==> src/rtl/cache_pkg.sv <==
// Shared types and helpers for the cache request front-end.
package cache_pkg;

  localparam int unsigned ADDR_W = 11;
  localparam int unsigned DATA_W = 32;

  typedef enum logic [1:0] {
    IDLE,
    ISSUE,
    WAIT,
    RESP
  } state_t;

  // Increment that sticks at all-ones instead of wrapping.
  function automatic logic [31:0] sat_inc(input logic [31:0] v);
    return (v == '1) ? v : v + 32'd1;
  endfunction

endpackage

==> src/rtl/cache_req_arbiter_if.sv <==
// Requester-side request/response bundle of the cache front-end.
interface cache_req_arbiter_if #(
  parameter int unsigned NUM_REQ = 2,
  parameter int unsigned ADDR_W  = cache_pkg::ADDR_W,
  parameter int unsigned DATA_W  = cache_pkg::DATA_W
);

  logic [NUM_REQ-1:0]        req_valid;
  logic [NUM_REQ*ADDR_W-1:0] req_addr;
  logic [NUM_REQ-1:0]        req_ready;
  logic [NUM_REQ-1:0]        resp_valid;
  logic [DATA_W-1:0]         resp_data;
  logic                      resp_l1_hit;
  logic                      resp_l2_hit;

  // Requesters drive requests and consume accepts/responses.
  modport master (
    output req_valid, req_addr,
    input  req_ready, resp_valid, resp_data, resp_l1_hit, resp_l2_hit
  );

  // The arbiter consumes requests and produces accepts/responses.
  modport slave (
    input  req_valid, req_addr,
    output req_ready, resp_valid, resp_data, resp_l1_hit, resp_l2_hit
  );

endinterface

==> src/rtl/rr_arbiter.sv <==
// Combinational round-robin grant; the caller owns and updates last_grant.
module rr_arbiter #(
  parameter  int unsigned NUM_REQ = 2,
  localparam int unsigned IDX_W   = $clog2(NUM_REQ)
) (
  input  logic [NUM_REQ-1:0] req,
  input  logic [IDX_W-1:0]   last_grant,
  output logic [NUM_REQ-1:0] grant,
  output logic [IDX_W-1:0]   grant_idx,
  output logic               any
);

  // Scan from last_grant+1 upward with wrap; first set request wins.
  always_comb begin
    int unsigned      idx;
    logic [IDX_W-1:0] sel;
    grant     = '0;
    grant_idx = '0;
    any       = 1'b0;
    idx       = 0;
    sel       = '0;
    for (int unsigned i = 1; i <= NUM_REQ; i++) begin
      idx = (32'(last_grant) + i) % NUM_REQ;
      sel = IDX_W'(idx);
      if (!any && req[sel]) begin
        any        = 1'b1;
        grant[sel] = 1'b1;
        grant_idx  = sel;
      end
    end
  end

endmodule

==> src/rtl/cache_req_arbiter.sv <==
// Shares one cache_system instance among NUM_REQ requesters: round-robin
// accept, one-cycle read strobe, fixed-latency sample, response return and
// saturating L1 hit/miss statistics.
module cache_req_arbiter #(
  parameter int unsigned NUM_REQ  = 2,
  parameter int unsigned ADDR_W   = cache_pkg::ADDR_W,
  parameter int unsigned DATA_W   = cache_pkg::DATA_W,
  parameter int unsigned RESP_LAT = 1
) (
  input  logic                clk,
  input  logic                rst,
  cache_req_arbiter_if.slave  req_if,
  output logic [ADDR_W-1:0]   cache_addr,
  output logic                cache_read,
  input  logic [DATA_W-1:0]   cache_read_data,
  input  logic                cache_l1_hit,
  input  logic                cache_l2_hit,
  input  logic                clear_stats,
  output logic [31:0]         l1_hit_count,
  output logic [31:0]         l1_miss_count,
  output logic                busy
);

  import cache_pkg::*;

  localparam int unsigned IDX_W = $clog2(NUM_REQ);

  state_t             state;
  logic [IDX_W-1:0]   last_grant;
  logic [IDX_W-1:0]   cur_idx;
  logic [IDX_W-1:0]   grant_idx;
  logic [NUM_REQ-1:0] grant;
  logic               any_req;
  logic [2:0]         wait_cnt;
  logic [DATA_W-1:0]  data_q;
  logic               l1_q;
  logic               l2_q;
  logic [NUM_REQ-1:0] resp_valid_q;
  logic [31:0]        hit_cnt;
  logic [31:0]        miss_cnt;
  logic [ADDR_W-1:0]  sel_addr;

  rr_arbiter #(.NUM_REQ(NUM_REQ)) u_rr (
    .req        (req_if.req_valid),
    .last_grant (last_grant),
    .grant      (grant),
    .grant_idx  (grant_idx),
    .any        (any_req)
  );

  // Accept must coincide with the IDLE cycle that sees the request, so it is
  // the only output not taken straight from a register.
  assign req_if.req_ready = (state == IDLE) ? grant : '0;
  assign sel_addr         = req_if.req_addr[grant_idx*ADDR_W +: ADDR_W];

  assign req_if.resp_valid  = resp_valid_q;
  assign req_if.resp_data   = data_q;
  assign req_if.resp_l1_hit = l1_q;
  assign req_if.resp_l2_hit = l2_q;
  assign l1_hit_count       = hit_cnt;
  assign l1_miss_count      = miss_cnt;
  assign busy               = (state != IDLE);

  // Transaction sequencer, response registers and statistics.
  always_ff @(posedge clk) begin
    if (rst) begin
      state        <= IDLE;
      last_grant   <= IDX_W'(NUM_REQ - 1);
      cur_idx      <= '0;
      cache_addr   <= '0;
      cache_read   <= 1'b0;
      wait_cnt     <= '0;
      data_q       <= '0;
      l1_q         <= 1'b0;
      l2_q         <= 1'b0;
      resp_valid_q <= '0;
      hit_cnt      <= '0;
      miss_cnt     <= '0;
    end else begin
      cache_read   <= 1'b0;
      resp_valid_q <= '0;
      case (state)
        IDLE: begin
          if (any_req) begin
            cache_addr <= sel_addr;
            cur_idx    <= grant_idx;
            cache_read <= 1'b1;
            state      <= ISSUE;
          end
        end
        ISSUE: begin
          wait_cnt <= 3'(RESP_LAT - 1);
          state    <= WAIT;
        end
        WAIT: begin
          if (wait_cnt == 3'd0) begin
            data_q       <= cache_read_data;
            l1_q         <= cache_l1_hit;
            l2_q         <= cache_l2_hit;
            resp_valid_q <= NUM_REQ'(1) << cur_idx;
            state        <= RESP;
          end else begin
            wait_cnt <= wait_cnt - 3'd1;
          end
        end
        RESP: begin
          last_grant <= cur_idx;
          if (l1_q) hit_cnt  <= sat_inc(hit_cnt);
          else      miss_cnt <= sat_inc(miss_cnt);
          state <= IDLE;
        end
        default: state <= IDLE;
      endcase
      if (clear_stats) begin
        hit_cnt  <= '0;
        miss_cnt <= '0;
      end
    end
  end

endmodule

==> src/flat_wrapper.sv <==
// flat-port wrapper written by rule: the top's interface ports become plain ports
module cache_req_arbiter_flat import cache_pkg::*;
#(
  parameter int unsigned NUM_REQ  = 2,
  parameter int unsigned ADDR_W   = cache_pkg::ADDR_W,
  parameter int unsigned DATA_W   = cache_pkg::DATA_W,
  parameter int unsigned RESP_LAT = 1
)
  (clk, rst, cache_addr, cache_read, cache_read_data, cache_l1_hit, cache_l2_hit, clear_stats, l1_hit_count, l1_miss_count, busy, req_if_req_valid, req_if_req_addr, req_if_req_ready, req_if_resp_valid, req_if_resp_data, req_if_resp_l1_hit, req_if_resp_l2_hit);
  cache_req_arbiter_if #(.NUM_REQ(NUM_REQ), .ADDR_W(ADDR_W), .DATA_W(DATA_W)) req_if_i ();
  input  logic clk;
  input  logic rst;
  output logic [ADDR_W-1:0] cache_addr;
  output logic cache_read;
  input  logic [DATA_W-1:0] cache_read_data;
  input  logic cache_l1_hit;
  input  logic cache_l2_hit;
  input  logic clear_stats;
  output logic [31:0] l1_hit_count;
  output logic [31:0] l1_miss_count;
  output logic busy;
  input wire logic [$bits(req_if_i.req_valid)-1:0] req_if_req_valid;
  input wire logic [$bits(req_if_i.req_addr)-1:0] req_if_req_addr;
  output wire logic [$bits(req_if_i.req_ready)-1:0] req_if_req_ready;
  output wire logic [$bits(req_if_i.resp_valid)-1:0] req_if_resp_valid;
  output wire logic [$bits(req_if_i.resp_data)-1:0] req_if_resp_data;
  output wire logic [$bits(req_if_i.resp_l1_hit)-1:0] req_if_resp_l1_hit;
  output wire logic [$bits(req_if_i.resp_l2_hit)-1:0] req_if_resp_l2_hit;
  assign req_if_i.req_valid = req_if_req_valid;
  assign req_if_i.req_addr = req_if_req_addr;
  assign req_if_req_ready = req_if_i.req_ready;
  assign req_if_resp_valid = req_if_i.resp_valid;
  assign req_if_resp_data = req_if_i.resp_data;
  assign req_if_resp_l1_hit = req_if_i.resp_l1_hit;
  assign req_if_resp_l2_hit = req_if_i.resp_l2_hit;
  cache_req_arbiter #(.NUM_REQ(NUM_REQ), .ADDR_W(ADDR_W), .DATA_W(DATA_W), .RESP_LAT(RESP_LAT)) u_core (.clk(clk), .rst(rst), .req_if(req_if_i), .cache_addr(cache_addr), .cache_read(cache_read), .cache_read_data(cache_read_data), .cache_l1_hit(cache_l1_hit), .cache_l2_hit(cache_l2_hit), .clear_stats(clear_stats), .l1_hit_count(l1_hit_count), .l1_miss_count(l1_miss_count), .busy(busy));
endmodule
==> config.mk <==
export PLATFORM = sky130hd
export DESIGN_NAME = cache_req_arbiter_flat
export DESIGN_NICKNAME = d
export VERILOG_FILES = /design/src/rtl/cache_pkg.sv /design/src/rtl/cache_req_arbiter_if.sv /design/src/rtl/rr_arbiter.sv /design/src/rtl/cache_req_arbiter.sv /design/src/flat_wrapper.sv
export SDC_FILE = /design/constraint.sdc
export NUM_CORES = 1
export LEC_CHECK = 0
export CAP_MARGIN = 20
export CORE_UTILIZATION = 42
export DETAILED_ROUTE_END_ITERATION = 7
export PLACE_DENSITY = 0.82
export SLEW_MARGIN = 20
export SYNTH_ARGS = -nofsm -noshare
export SYNTH_HDL_FRONTEND = slang
export SYNTH_SLANG_ARGS = --single-unit
==> constraint.sdc <==
create_clock -name clk -period 2 [get_ports clk]
set_input_delay 0.5 -clock clk [delete_from_list [all_inputs] [get_ports clk]]
set_output_delay 0.5 -clock clk [all_outputs]
set_load 0.02 [all_outputs]
== Yosys cells after proc, flatten, opt, wreduce, memory -nomap -nowiden ==
Cells that the tools add are included.
Storage, ports and cells
  input port bits: 61
  bits in registers: 119
  memory bits (writable): 0
  memories kept: 0
  logic and storage cells: 77
  latch bits: 0
  ROM bits: 0
Operators by class
  add/sub/neg operators: 5
  shift operators: 2
  reduce and logical (&&, ||, !) cells: 17
  equal/unequal tests: 8
  $lt $le $gt $ge: 4
  divide/modulo/power cells: 0
  multiplexer cells: 21
  $mul: 1
  bitwise logic cells: 7
Operator list (count)
  32-bit by 1-bit adder with 32-bit output, second input constant: 2
  32-bit equality test, second input constant: 2
  22-bit by 6-bit indexed part select with 11-bit output: 1
  1-bit 2-to-1 mux: 11
  2-bit 2-to-1 mux: 5
  2-bit one-hot mux with 4 select lines: 1
  2-bit AND reduction: 4
  1-bit NOT: 6
  3-bit one-hot mux with 2 select lines: 1
  3-bit AND reduction: 2
  1-bit by 4-bit multiplier with 5-bit output, second input constant: 1
  2-bit equality test, second input constant: 2
  1-bit by 2-bit less-than comparator with 1-bit output, second input constant: 2
  2-bit by 1-bit inequality test with 1-bit output, second input constant: 2
  2-bit nonzero test: 2
  2-bit OR reduction: 2
  1-bit logical AND: 3
  3-bit zero test: 1
  3-bit 2-to-1 mux: 1
  3-bit OR reduction: 1
  3-bit by 1-bit subtractor with 3-bit output, second input constant: 1
  1-bit adder, second input constant: 2
  1-bit demux with 1-bit select: 2
  2-bit by 1-bit equality test with 1-bit output, second input constant: 1
  6 further kinds: 7

== Logic depth before layout (Yosys ltp) ==
  word-level depth: 9
  mapped depth: 8
  gate-level depth less buffers: 8

== Cells and area by module ==
A second synthesis with hierarchy kept.
Second synthesis, totals
  cells, all modules: 644
  area, all modules: 5343.9 sq um
Modules (own cells, without submodules)
  cache_req_arbiter: seq. area each 2382.3 sq um, times used 1, cells an instance 639, area each 5311.3 sq um
  rr_arbiter: seq. area each 0.0 sq um, times used 1, cells an instance 5, area each 32.5 sq um

== Least setup slack after synthesis ==
OpenSTA, ideal clock, no wires.
  kind: flip-flop to flip-flop
  start point: reg u_core.miss_cnt[0] (netlist: u_core.l1_miss_count[0])
  end point: reg u_core.miss_cnt[30] (netlist: u_core.l1_miss_count[30])
  arrival: 2.162 ns
  library setup time: 0.070 ns
  period minus slack after synthesis: 2.232 ns
  cell stages (with the launch flop): 7
  required time: 1.930 ns
  slack: -0.232 ns
  cell sequence: dfxtp_1 -> ha_1 -> and3_1 -> nand4_1 -> or3_1 -> or4_1 -> a21oi_1
Between the ends
  cells in the longest elaborated chain, start to end: 3
RTL lines
  start: declaration: line cache_req_arbiter.sv:40  | logic [31:0] miss_cnt;
  start signal: assignment: line cache_req_arbiter.sv:109  | else miss_cnt <= sat_inc(miss_cnt);
  parallel branches: the longest is 3 deep, another holds 32-bit by 1-bit adder with 32-bit output
Several ways; the timed one is not identified.
A chain may end at the register's enable or synchronous reset.

== Worst setup path after layout ==
  start point: reg u_core.hit_cnt[20] (netlist: u_core.l1_hit_count[20])
  end point: out l1_hit_count[20]
RTL lines
  start: declaration: line cache_req_arbiter.sv:39  | logic [31:0] hit_cnt;
  start signal: assignment: line cache_req_arbiter.sv:108  | if (l1_q) hit_cnt <= sat_inc(hit_cnt);
  end: declaration: line flat_wrapper.sv:19  | output logic [31:0] l1_hit_count;
No word-level cell between the ends.

==> metrics.md <==
| Metric | Value |
|---|---|
| Outcome | completed |
| Static leakage | 3.684 nW |
| I/O pins | 176 |
| Crit Reg-Reg Endpoint | u_core.l1_hit_count[21] |
| Fraction of final layout cells sized beyond drive strength 1 | 0.2324 |
| FP Rows | 41 |
| Critical Path End Type | output port |
| First-pass DRT Iterations | 4 |
| Multiplexer share of the synthesized area | 0.02227 |
| Later-pin clock latency in the skew report | 410 ps |
| Worst reg-to-reg path cell count | 8 |
| Final Skew | 6.562 ps |
| CP cell instances | buf_4, clkdlybuf4s50_1 |
| Filler instances | 978 |
| Final worst slack | 35.55 ps |
| Pre-CTS setup slack | -438.5 ps |
| Syn Inst Count | 653 |
| Nets | 982 |
| Number of synthesized register bits | 119 |
| Core area | 12570 µm² |
| H-Tree Level Count | 4 |
| Worst slew pin tran | 555.8 ps |
| CP top delay family | buffers and inverters |
| Placer congestion estimate | 0.8523 |
| Beginning of the worst hold path | u_core.req_if.resp_data[1] |
| Maximum VDD drop | 0.7505 mV |
| Clk root buf | clkbuf_16 |
| CP max FO | 5 |
| Clock buffer depth | 2 |
| Port-buffer cells | 175 |
| Die area | 13300 µm² |
| Worst setup path start | u_core.l1_hit_count[20] |
| Cell Area, Synth | 5393 µm² |
| Design Area, Final | 8960 µm² |
| Power per cell area | 879.6 nW/µm² |
| Congestion Overflow GR | 0 |
| CP Depth | 2 |
| Commonest non-fill, non-tap cell in the layout | clkdlybuf4s50_1 |
| Sequential fraction of the synthesis area | 0.4418 |
| Period utilisation layout | 0.9822 |
| Slowest CP cell | clkdlybuf4s50_1 |
| Drt total wl | 15950 µm |
| Worst path bufs/invs | 2 |
| Gr usage total | 0.2392 |
| Pin count of the biggest net entering global routing | 59 |
| Die W | 115.3 µm |
| Post-Synth Simple-Gate Area | 0.2578 |
| Syn Nets | 723 |
| WL/cell | 14.54 µm |
| Critical Path Max Stage Delay | 600 ps |
| CTS tree | yes |
| Max_cap viols | 0 |
| Setup Crit Path Kind | reg -> out |
| Synth Area in Compound Gates | 0.1886 |
| Post-synth ARST share | 0 |
| Reg2reg setup slack | 40 ps |
| Area of the multi-input gates | 2949 µm² |
| RR Startpoint | u_core.state[1] |
| Post-route DRC | 0 |
| Ys Warns | 0 |
| Slew headroom | 0.6199 |
| Cell Area, Placed | 8075 µm² |
| RSZ-0062 raised after global routing | true |
| Post-synth EDFFs | 0 |
| Initial antenna violation count | 0 |
| First-pass GRT wire length | 24960 µm |
| Die height | 115.3 µm |
| Endpoints failing setup | 0 |
| ANT nets after route | 0 |
| Syn Area/Cell | 8.258 µm² |
| Largest family of logic cells by synthesized area | simple AND/OR/NAND/NOR gates |
| Worst path required time | 1500 ps |
| Clock slew at reported path FFs | 60 ps |
| Critical Path AT | 1460 ps |
| Via count | 5735 |
| Synth-to-layout area growth | 66.15% |
| Vias in the first global route | 5372 |
| Clock sink count | 119 |
| 1st-iter DRT viols | 280 |
| HP Class | reg -> reg |
| Final Max Tran Viols | 0 |
| Sequential cell area | 2459 µm² |
| Post-Synth Adder-Cell Area | 0.02088 |
| Last element of the critical path | l1_hit_count[20] |
| Starting density of the core | 0.4291 |
| Synth Area in XOR/XNOR | 0.02599 |
| Top FF cell, synth | dfxtp_1 |
| Vias per inst | 5.228 |
| Synth cell types | 48 |
| Endpoints failing hold | 0 |
| Startpoint types | flop |
| Most frequent cells in the layout | 133 x clkdlybuf4s50_1, 100 x nand2_1, 91 x buf_4 |
| Fmax | 0.5090 GHz |
| HPWL Detailed | 10880 µm |
| Tmin final | 1964 ps |
| # diodes | 0 |
| TritonCTS buffer count | 17 |
==> cell usage after synthesis (all sizes together), types with 9 or more instances <==
| cell type | count | area share |
|---|---|---|
| buf | 9 | 0.0093 |
| nand4 | 21 | 0.024 |
| xnor2 | 15 | 0.024 |
| nand2 | 101 | 0.070 |
| and3 | 9 | 0.011 |
| or4 | 12 | 0.017 |
| dfxtp | 119 | 0.44 |
| ha | 9 | 0.021 |
| or3 | 28 | 0.032 |
| nor2 | 46 | 0.032 |
| clkbuf | 26 | 0.018 |
| o21ai | 27 | 0.025 |
| and4 | 9 | 0.015 |
| mux2i | 12 | 0.022 |
| a211oi | 17 | 0.024 |
| inv | 22 | 0.015 |
| o31ai | 10 | 0.014 |
| nand3 | 25 | 0.028 |
| a21oi | 82 | 0.076 |
==> per-layer routing <==
layer  global-route usage  share of wire  vias up
li1                     -              -     2868
met1               0.2819           0.43     2637
met2               0.3912           0.47      196
met3              0.08434          0.077       34
met4               0.1065          0.024        0
met5                    0              0        -
==> how the worst min path moves through the flow <==
stage / end / slack (ps) / cells past startpoint
final: u_core.req_if.resp_data[1] / 450 / 2
after floorplan: u_core.req_if.resp_valid[0] / 440 / 1
after global routing: u_core.req_if.resp_data[3] / 470 / 2
after CTS: u_core.req_if.resp_data[1] / 450 / 2
after detailed placement: u_core.req_if.resp_data[1] / 450 / 2
after global placement: u_core.req_if.resp_data[14] / 440 / 2
==> cell type report <==
| type | count | share of cell area |
|---|---|---|
| Multi-Input combinational cell | 478 | 0.3291 |
| Clock inverter | 15 | 0.02500 |
| Tap cell | 172 | 0.02402 |
| Sequential cell | 119 | 0.2744 |
| Clock buffer | 17 | 0.04748 |
| Inverter | 22 | 0.009775 |
| Timing Repair Buffer | 274 | 0.2902 |
==> cells by family after synthesis <==
kind of cell | count (synthesis)
multiplexers | 12
XOR/XNOR | 16
AND/OR/NAND/NOR | 276
adder cells (fa/ha/maj) | 9
flip-flops | 119
AO/OA/AOI/OAI | 164
buffers and inverters | 57
==> flip-flops by register name, summed over array words and instances (netlist names) <==
name                       count
u_core.l1_miss_count          32
u_core.req_if.resp_valid       2
u_core.cache_addr             11
u_core.req_if.resp_l2_hit      1
u_core.last_grant              1
u_core.cur_idx                 1
u_core.req_if.resp_l1_hit      1
u_core.state                   2
u_core.cache_read              1
u_core.wait_cnt                3
u_core.l1_hit_count           32
u_core.req_if.resp_data       32
==> power breakdown <==
part           leakage (nW)  internal [mW]  switching (mW)
Sequential            0.987           2.58           0.117
Clock                 0.315           2.22            1.15
Combinational          2.38          0.847           0.969
==> worst reg2reg max path, cell delays in order, from the launching register on <==
cell     delay, ps
dfxtp_2        360
ha_4           150
and2_4         160
buf_4          150
and4_4         250
buf_4          150
nand3_1        110
or4_1          420
a21oi_1        160
==> metrics by stage <==
step | TNS (ps) | cells | util | power (mW) | hold slack, ps
5_1_grt | -93.64 | 1097 | 0.7129 | 8.222 | 474.7
6_report | 0 | 1097 | 0.7129 | 7.881 | 451.9
2_1_floorplan | -183.0 | 653 | - | 3.606 | 440.4
3_3_place_gp | -797.4 | 1059 | 0.6425 | 4.462 | 441.0
3_5_place_dp | -1059 | 1059 | 0.6425 | 4.492 | 446.2
4_1_cts | 0 | 1093 | 0.6953 | 7.871 | 453.4
==> timing repair <==
action | in CTS | in global routing
hold buffers | 0 | 0
cloned | 1 | 1
gates resized for setup | 31 | 60
setup endpoints to repair | 23 | 60
pin swaps | 3 | 14
buffers inserted | 1 | 3
Power figures use the tool's default switching activity.
